## config.mk

```make
export PLATFORM = sky130hd
export DESIGN_NAME = sume_sched
export DESIGN_NICKNAME = d
export VERILOG_FILES = /design/src/rtl/sume_sched.sv
export SDC_FILE = /design/constraint.sdc
export NUM_CORES = 1
export LEC_CHECK = 0
export ABC_CLOCK_PERIOD_IN_PS = 2200
export CORE_ASPECT_RATIO = 0.6
export CORE_MARGIN = 8
export CORE_UTILIZATION = 48
export CTS_CLUSTER_DIAMETER = 60
export DETAILED_ROUTE_END_ITERATION = 8
export GPL_TIMING_DRIVEN = 1
export PLACE_DENSITY_LB_ADDON = 0.12
export SLEW_MARGIN = 30
export SYNTH_ARGS = -nofsm -noshare
export SYNTH_HDL_FRONTEND = slang
export SYNTH_SLANG_ARGS = --single-unit
```

## constraint.sdc

```tcl
create_clock -name clk -period 2.2 [get_ports clk]
set_input_delay 0.22 -clock clk [delete_from_list [all_inputs] [get_ports clk]]
set_output_delay 0.22 -clock clk [all_outputs]
set_load 0.02 [all_outputs]
```

## src/rtl/sume_sched.sv

```systemverilog
// sume_sched: round-robin scheduler sharing one sample-summing datapath
// between two producers. One burst of LEN samples per grant, and the sum
// is published with the requester ID as a one-cycle pulse.
module sume_sched #(
    parameter int unsigned W   = 4,
    parameter int unsigned LEN = 4
) (
    input  logic                         clk,
    input  logic                         reset,
    input  logic [1:0]                   req,
    input  logic [W-1:0]                 sample0,
    input  logic                         valid0,
    output logic                         ready0,
    input  logic [W-1:0]                 sample1,
    input  logic                         valid1,
    output logic                         ready1,
    output logic [1:0]                   gnt,
    output logic [W+$clog2(LEN)-1:0]     sum,
    output logic                         sum_valid,
    output logic                         sum_id,
    output logic                         busy
);

    localparam int unsigned CNT_W = $clog2(LEN);
    localparam int unsigned ACC_W = W + CNT_W;

    typedef enum logic [1:0] {
        S_IDLE = 2'd0,
        S_ACC  = 2'd1,
        S_DONE = 2'd2
    } state_t;

    state_t           state;
    logic [ACC_W-1:0] acc;
    logic [CNT_W-1:0] cnt;
    logic             last_id;
    logic             cur_id;

    logic             pick_id;
    logic             sel_valid;
    logic [W-1:0]     sel_sample;
    logic             accept;
    logic             last_beat;

    // Arbitration: a lone requester wins; on contention the one not served last wins.
    always_comb begin
        pick_id = 1'b0;
        case (req)
            2'b10:   pick_id = 1'b1;
            2'b11:   pick_id = ~last_id;
            default: pick_id = 1'b0;
        endcase
    end

    // Steer the granted requester's handshake into the datapath.
    always_comb begin
        sel_valid  = cur_id ? valid1  : valid0;
        sel_sample = cur_id ? sample1 : sample0;
        accept     = (state == S_ACC) && sel_valid;
        last_beat  = (cnt == CNT_W'(LEN - 1));
    end

    // Ready follows the registered grant only, so it never depends on valid.
    assign ready0 = gnt[0];
    assign ready1 = gnt[1];
    assign busy   = (state != S_IDLE);

    // Scheduler FSM with grant, accumulator and result registers.
    always_ff @(posedge clk or negedge reset) begin
        if (!reset) begin
            state     <= S_IDLE;
            gnt       <= 2'b00;
            acc       <= '0;
            cnt       <= '0;
            last_id   <= 1'b1;
            cur_id    <= 1'b0;
            sum       <= '0;
            sum_valid <= 1'b0;
            sum_id    <= 1'b0;
        end else begin
            sum_valid <= 1'b0;
            case (state)
                S_IDLE: begin
                    if (req != 2'b00) begin
                        state  <= S_ACC;
                        cur_id <= pick_id;
                        gnt    <= pick_id ? 2'b10 : 2'b01;
                        acc    <= '0;
                        cnt    <= '0;
                    end
                end
                S_ACC: begin
                    if (accept) begin
                        acc <= acc + ACC_W'(sel_sample);
                        cnt <= cnt + CNT_W'(1);
                        if (last_beat) begin
                            state <= S_DONE;
                            gnt   <= 2'b00;
                        end
                    end
                end
                S_DONE: begin
                    sum       <= acc;
                    sum_valid <= 1'b1;
                    sum_id    <= cur_id;
                    last_id   <= cur_id;
                    state     <= S_IDLE;
                end
                default: begin
                    state <= S_IDLE;
                    gnt   <= 2'b00;
                end
            endcase
        end
    end

endmodule

```

# ---- Word-level counts from Yosys, hierarchy flattened
# Index checks and enable logic that the tools add are counted.
dict set report totals {
  register_bits 22
  latchBits 0
  mem_bits_rw 0
  rom_bits 0
  input_bits 14
  out_inout_bits 13
  word_cells 49
  memories 0
}
dict set report classes {
  n_addsub 2
  mul 0
  div_mod_pow 0
  n_lt_le_gt_ge 0
  eq_ne 8
  shift 0
  mux 19
  bitwise 2
  reduce_logical 9
}
# op count
set ops {}
lappend ops {{two-way mux 2 bit} 9}
lappend ops {{two-way mux 6 bit} 2}
lappend ops {{one-hot mux 6 bit (2 select lines)} 1}
lappend ops {{equality test 2 bit (second input constant)} 4}
lappend ops {{one-hot mux 2 bit (2 select lines)} 2}
lappend ops {{adder 6 x 4 -> 6 bit} 1}
lappend ops {{!= test 2 bit (second input constant)} 3}
lappend ops {{one-hot mux 2 bit (3 select lines)} 1}
lappend ops {{AND reduction 3 bit} 2}
lappend ops {{nonzero test 2 bit} 3}
lappend ops {{two-way mux 4 bit} 1}
lappend ops {{AND reduction 4 bit} 1}
lappend ops {{adder 2 x 1 -> 2 bit (second input constant)} 1}
lappend ops {{equality test 2 x 1 -> 1 bit (second input constant)} 1}
lappend ops {{zero test 2 bit} 1}
lappend ops {{two-way mux 1 bit} 2}
lappend ops {{NOT 1 bit} 2}
lappend ops {{one-hot mux 1 bit (2 select lines)} 1}
lappend ops {{AND reduction 2 bit} 1}
lappend ops {{logical AND 1 bit} 1}

# ---- Depth between registers and ports, before layout
# Gate-level depths: netlist of run 1.
dict set report logic_depth {
  word_depth 5
  mapped_depth 8
}

# ---- Least setup slack after synthesis of run 1
# No wires, ideal clock.
dict set report synth_path {
  kind {register to register}
  start {reg cur_id}
  end {reg acc[4]}
  setup_ps 95
  arrival_time_ps 1850
  required_ps 2105
  path_slack_ps 255
  stages_incl_launch_ff 9
  synth_period_minus_slack_ps 1945
  cell_sequence {dfrtp_1 -> buf_6 -> mux2_2 -> ha_1 -> fa_1 -> a21o_1 -> a21oi_1 -> o211ai_1 -> o31ai_1}
}
dict set report synth_via {
  elab_chain_cells 4
  word_cells_on_any_way 8
  cone_classes {1 x add/sub; 1 x eq/ne; 4 x mux; 2 x reduce/logical}
}
# item line
set synth_lines {}
lappend synth_lines {{start: declaration} 37} ;# logic cur_id;
lappend synth_lines {{start signal: assignment} 86} ;# cur_id <= pick_id;
lappend synth_lines {{two-way mux 4 bit or two-way mux 1 bit (tied branches)} {58, 57}}
lappend synth_lines {{adder 6 x 4 -> 6 bit or logical AND 1 bit (tied branches)} {94, 59}}
lappend synth_lines {{two-way mux 6 bit or != test 2 bit (tied branches)} --}
lappend synth_lines {{one-hot mux 6 bit (2 select lines) or AND reduction 3 bit (tied branches)} --}
lappend synth_lines {{end signal: assignment} 94} ;# acc <= acc + ACC_W'(sel_sample);
lappend synth_lines {{end: declaration} 34} ;# logic [ACC_W-1:0] acc;
# Several ways; a longest one is shown, not always the timed one. The select of a mux whose other input is x is not followed.
# A chain may end at the register's enable or synchronous reset.

# ---- Worst setup path in the final report of run 1
# Same ends and word-level chain as after synthesis.

==> flow_summary.ini, run 1 <==
[routing]
vias = 869
wl_per_cell_um = 15.18
drc = 0
ant_nets = 0
dr.pass1.iters = 4
vias_per_cell = 5.142
drt_iter0_drc = 49
routed_wl_um = 2566

[clock_network]
cts_tree = done
clk_path_buf_depth = 2
cts.sinks = 22
cts_setup_buffers = 0
cts_max_level = 1
cts_buffers = 3
holdBufCountCts = 0
path_clk_slew_ns = 0.08
clk_latency_ns = 0.26
ctsResizeCount = 0
root_buffer = clkbuf_8

[synthesis]
synth.most_common_cell = nand2_1
synth_area_per_cell_um2 = 10.37
synth_seq_cells = 22
synth_warnings = 0
synthAdderAreaFrac_pct = 7.237
synth-xor-area-share_pct = 0.7675
synth_top_family_by_area = simple AND/OR/NAND/NOR gates
ys_top_cells_by_area = dfrtp_1 46%, nand2_1 9.9%, ha_1 5.5%
async_flop_share_pct = 100.0
synth_edf_count = 0
syn_area_mm2 = 0.001141
synth.yosys.seq_area_share_pct = 48.36
synth_compound_area_share_pct = 11.95
yosys.cell_types.count = 35
synthesis.nets = 130
synth-simple-area-share_pct = 19.85
synth_largest_area_cell = dfrtp_1
syn_inst = 110
yosys.area.top_type_share_pct = 46.05
synth_ff_type = dfrtp_1
synth_common_cells = 30 x nand2_1, 21 x dfrtp_1, 5 x ha_1, 5 x nand3_1
synth_mux_area_share_pct = 7.456

[critical_path]
crit_arrival_ns = 2.24
cp_max_fo = 5
path_cells = mux2_2, ha_1, fa_1, a21o_1, a21oi_2, o211ai_1, o31ai_1
crit_type = register to register
slowest_stage = dfrtp_2
required_ns = 2.37
slowest_delay_ns = 0.43
critPathLaunchType = register
critPathCaptureType = register
critical_path_buf_inv_count = 0
critPathTopFamily = adder cells

[die]
die-area_mm2 = 0.004244
ios = 27
die_y_um = 53.77
die_w_um = 78.95
rows = 13
core_mm2 = 0.002212
start_util_pct = 51.58

[grt]
grt_usage_pct = 13.02
grt_overflow_total = 0
grt_max_degree = 23
antenna_found_initial = 0
grt_pass1_wl_um = 4305
grt_pass1_vias = 885

[pwr]
vdd_drop_max_uv = 828.8
p_leak_nw = 0.7156
power_density_mw_per_mm2 = 1391

[timing]
period_share_pct = 94.29
tightestPinTransition_ns = 0.4272
fin_skew_ns = 0.006472
fin_setup_tns_ns = 0
post-route-min-period_ns = 2.074
fmax_ghz = 0.4821
rsz0062_at_grt = false
holdWs_ns = 0.3055
slew_viol_final = 0
setup_viol = 0
hold_viol = 0
relSlewSlack_pct = 71.26

[run_status]
status = finished, final reports clean

[final_layout]
drive_gt1_share_pct = 15.83
antennaDiodeCount = 0
syn2layout_area_growth_pct = 30.59
nets = 160

[placement]
port_buffers = 26
place.gp.congestion = 0.7552
hpwlAfterDp_um = 2011

[run]
cap_violations = 0

[min_path]
hold_class = input pin to async pin
[kinds of logic (layout without fill, tap and decap cells)]
group,count (synthesis),count (layout)
simple gates,47,47
flops,22,22
compound gates,19,19
buf+inv,8,37
mux,7,7
fa+ha+maj,6,6
xor+xnor,1,1
[per-stage QoR]
| stage | cells | worst slack [ns] | instance area (µm²) | power, mW | util, % |
|---|---|---|---|---|---|
| 2_1_floorplan | 110 | 0.2550 | 1141 | 1.449 | - |
| 3_3_place_gp | 165 | 0.008546 | 1430 | 1.756 | 64.65 |
| 3_5_place_dp | 165 | -0.008105 | 1430 | 1.786 | 64.65 |
| 4_1_cts | 169 | 0.03849 | 1485 | 2.081 | 67.14 |
| 5_1_grt | 169 | 0.02032 | 1490 | 2.236 | 67.36 |
| 6_report | 169 | 0.1256 | 1490 | 2.072 | 67.36 |
[path summary, 6_finish.rpt]
path                            startpoint      end  slack [ns]  cells after the start
max in group asynchronous            reset  last_id        1.62                      2
worst max-delay path                cur_id   acc[4]        0.13                      7
worst max register to register      cur_id   acc[4]        0.13                      7
min in group clk                   last_id  last_id        0.46                      2
worst min register to register     last_id  last_id        0.46                      2
worst min-delay path                 reset   acc[3]        0.31                      2
[power by group]
| part | internal, mW | switching (mW) | total, mW |
|---|---|---|---|
| sequential | 0.570 | 0.132 | 0.702 |
| clock | 0.159 | 0.126 | 0.286 |
| combinational | 0.543 | 0.541 | 1.08 |
[area by class of cell]
cell class / instances / area [µm²]
inverters: 3 / 11.26
flip-flops and latches: 22 / 553.0
clock buffers: 4 / 55.05
well taps: 30 / 37.54
multi-input cells: 80 / 543.0
repair buffers: 30 / 290.3
fillers: 183 / 721.9
[cell usage in the layout, fill, tap and decap left out, drive strengths merged, types with 2 or more instances in the layout]
cell type and count:
mux2 6, o21ai 5, and3 3, ha 5, buf 4, clkbuf 4, nand3 5, o2bb2ai 2
clkdlybuf4s50 26, nor3b 2, nor2 3, dfrtp 21, nand2 32, a21oi 2, a31o 2, inv 2
[routing by layer]
layer,share of wire [%],global-route usage [%],up-vias
met1,49,16.16,413
met3,5.2,4.485,2
met2,46,21.89,17
met4,0.31,2.744,0
met5,0,0,-
li1,-,-,437
[registers in the layout, summed over array words and instances (netlist names)]
name / count
acc: 6
cnt: 2
cur_id: 1
gnt: 2
last_id: 1
state: 2
sum: 6
sum_id: 1
sum_valid: 1
Note: power is estimated with default switching activity, not from simulation.
==> run 2, diff against run 1 <==
--- a/config.mk
+++ b/config.mk
@@ -6,13 +6,16 @@
 export NUM_CORES = 1
 export LEC_CHECK = 0
 export ABC_CLOCK_PERIOD_IN_PS = 2200
+export CELL_PAD_IN_SITES_DETAIL_PLACEMENT = 1
+export CELL_PAD_IN_SITES_GLOBAL_PLACEMENT = 1
 export CORE_ASPECT_RATIO = 0.6
 export CORE_MARGIN = 8
-export CORE_UTILIZATION = 48
+export CORE_UTILIZATION = 37
 export CTS_CLUSTER_DIAMETER = 60
 export DETAILED_ROUTE_END_ITERATION = 8
 export GPL_TIMING_DRIVEN = 1
 export PLACE_DENSITY_LB_ADDON = 0.12
+export SKIP_CTS_REPAIR_TIMING = 1
 export SLEW_MARGIN = 30
 export SYNTH_ARGS = -nofsm -noshare
 export SYNTH_HDL_FRONTEND = slang
==> run 2 against run 1 <==
Die area is 22% higher. Wire length is 12% higher. Sequential share of layout area is 0.88 points lower. Clock power is 33% higher. Fmax is 0.50% higher. Worst hold slack worse by 0.014 ns. Utilization is 15 points lower. Final area is 2.4% higher. Clock skew is 0.0017 ns higher. Critical path type unchanged.
==> flow_summary.ini, run 2 (synthesis gave the netlist of run 1 again) <==
[timing]
hold_viol = 0
post-route-min-period_ns = 2.064
tightestPinTransition_ns = 0.4429
slew_viol_final = 0
relSlewSlack_pct = 70.47
fmax_ghz = 0.4845
holdWs_ns = 0.2910
period_share_pct = 93.82
setup_viol = 0
fin_skew_ns = 0.008189
rsz0062_at_grt = false
fin_setup_tns_ns = 0

[routing]
wl_per_cell_um = 15.88
vias = 914
drc = 0
vias_per_cell = 5.050
drt_iter0_drc = 35
dr.pass1.iters = 2
ant_nets = 0
routed_wl_um = 2874

[pwr]
power_mw = 2.221
power_density_mw_per_mm2 = 1455
p_leak_nw = 0.7236
vdd_drop_max_uv = 668.2

[clock_network]
clk_latency_ns = 0.27
cts_buffers = 3
cts.sinks = 22
root_buffer = clkbuf_8
cts_tree = done
path_clk_slew_ns = 0.08
cts_max_level = 1
clk_path_buf_depth = 2

[placement]
hpwlAfterDp_um = 2182
port_buffers = 26
place.gp.congestion = 0.7717

[critical_path]
path_cells = mux2_2, ha_1, fa_1, a21o_1, a21oi_2, o211ai_1, o31ai_1
critPathLaunchType = register
critical_path_buf_inv_count = 0
cp_max_fo = 4
slowest_stage = dfrtp_2
reg2reg_depth = 7
critPathCaptureType = register
r2r_start = cur_id
rrSetupSlack_ns = 0.14
slowest_delay_ns = 0.42
crit_arrival_ns = 2.24
required_ns = 2.38
critPathTopFamily = adder cells
crit_type = register to register
r2r_end = acc[4]

[grt]
antenna_found_initial = 0
grt_pass1_wl_um = 4878
gr-usage-met2_pct = 20.92
grt_max_degree = 23
grt_busiest_layer = met2
grtUsageMet3_pct = 4.841
grt_pass1_vias = 1016
grt_overflow_total = 0
grt_usage_pct = 12.32
grt_use_met1_pct = 13.75

[die]
die_y_um = 59.02
die_w_um = 87.70
rows = 15
core_mm2 = 0.002909
ios = 27
die-area_mm2 = 0.005175
start_util_pct = 39.23

[run_status]
status = finished, final reports clean

[final_layout]
layout_commonest_cell = nand2_1
antennaDiodeCount = 0
drive_gt1_share_pct = 16.55
most-common-layout-cells = 30 x nand2_1, 26 x clkdlybuf4s50_1, 20 x dfrtp_1
syn2layout_area_growth_pct = 33.77
reg_top3 = acc: 6 flops, sum: 6 flops
nets = 160

[run]
cap_violations = 0

[min_path]
hold_class = input pin to async pin
## run 2: cell types whose count changed in the layout (fill, tap and decap cells not counted), sizes merged
cell and delta:
clkbuf -1, bufinv +1
## run 2: report_power, final
group          switching [mW]  internal (mW)
clock network           0.137          0.243
registers               0.136          0.570
logic                   0.580          0.555
total                   0.853           1.37
## run 2: worst max path at each step
stage                     startpoint     end  slack (ns)  depth (start not counted)
after floorplan               cur_id  acc[4]        0.26                          8
after global placement    sample0[0]  acc[4]        0.02                          8
after detailed placement  sample1[0]  acc[4]      0.0007                          8
after CTS                     cur_id  acc[5]        0.02                          6
after global routing          cur_id  acc[4]       0.008                          7
final                         cur_id  acc[4]        0.14                          7
## run 2: metrics by stage
step	worst slack [ns]	cell area, µm²	util, %	cells
4_1_cts	0.01730	1516	52.13	181
6_report	0.1360	1526	52.47	181
3_5_place_dp	0.0006797	1445	49.68	177
5_1_grt	0.008371	1526	52.47	181
2_1_floorplan	0.2550	1141	-	110
3_3_place_gp	0.02319	1445	49.68	177
## run 2: area by class of cell
class / instances / area, µm²
Sequential cell: 22 / 553.0
Multi-Input combinational cell: 80 / 548.0
Clock buffer: 3 / 41.29
Timing Repair Buffer: 30 / 290.3
Tap cell: 42 / 52.55
Clock inverter: 1 / 30.03
Inverter: 3 / 11.26
Fill cell: 339 / 1383
## run 2: layer usage
metal	part of all wire, %	routed length (µm)
met3	6.8	194
met2	50	1445
met1	41	1191
met5	0	0
met4	1.5	43
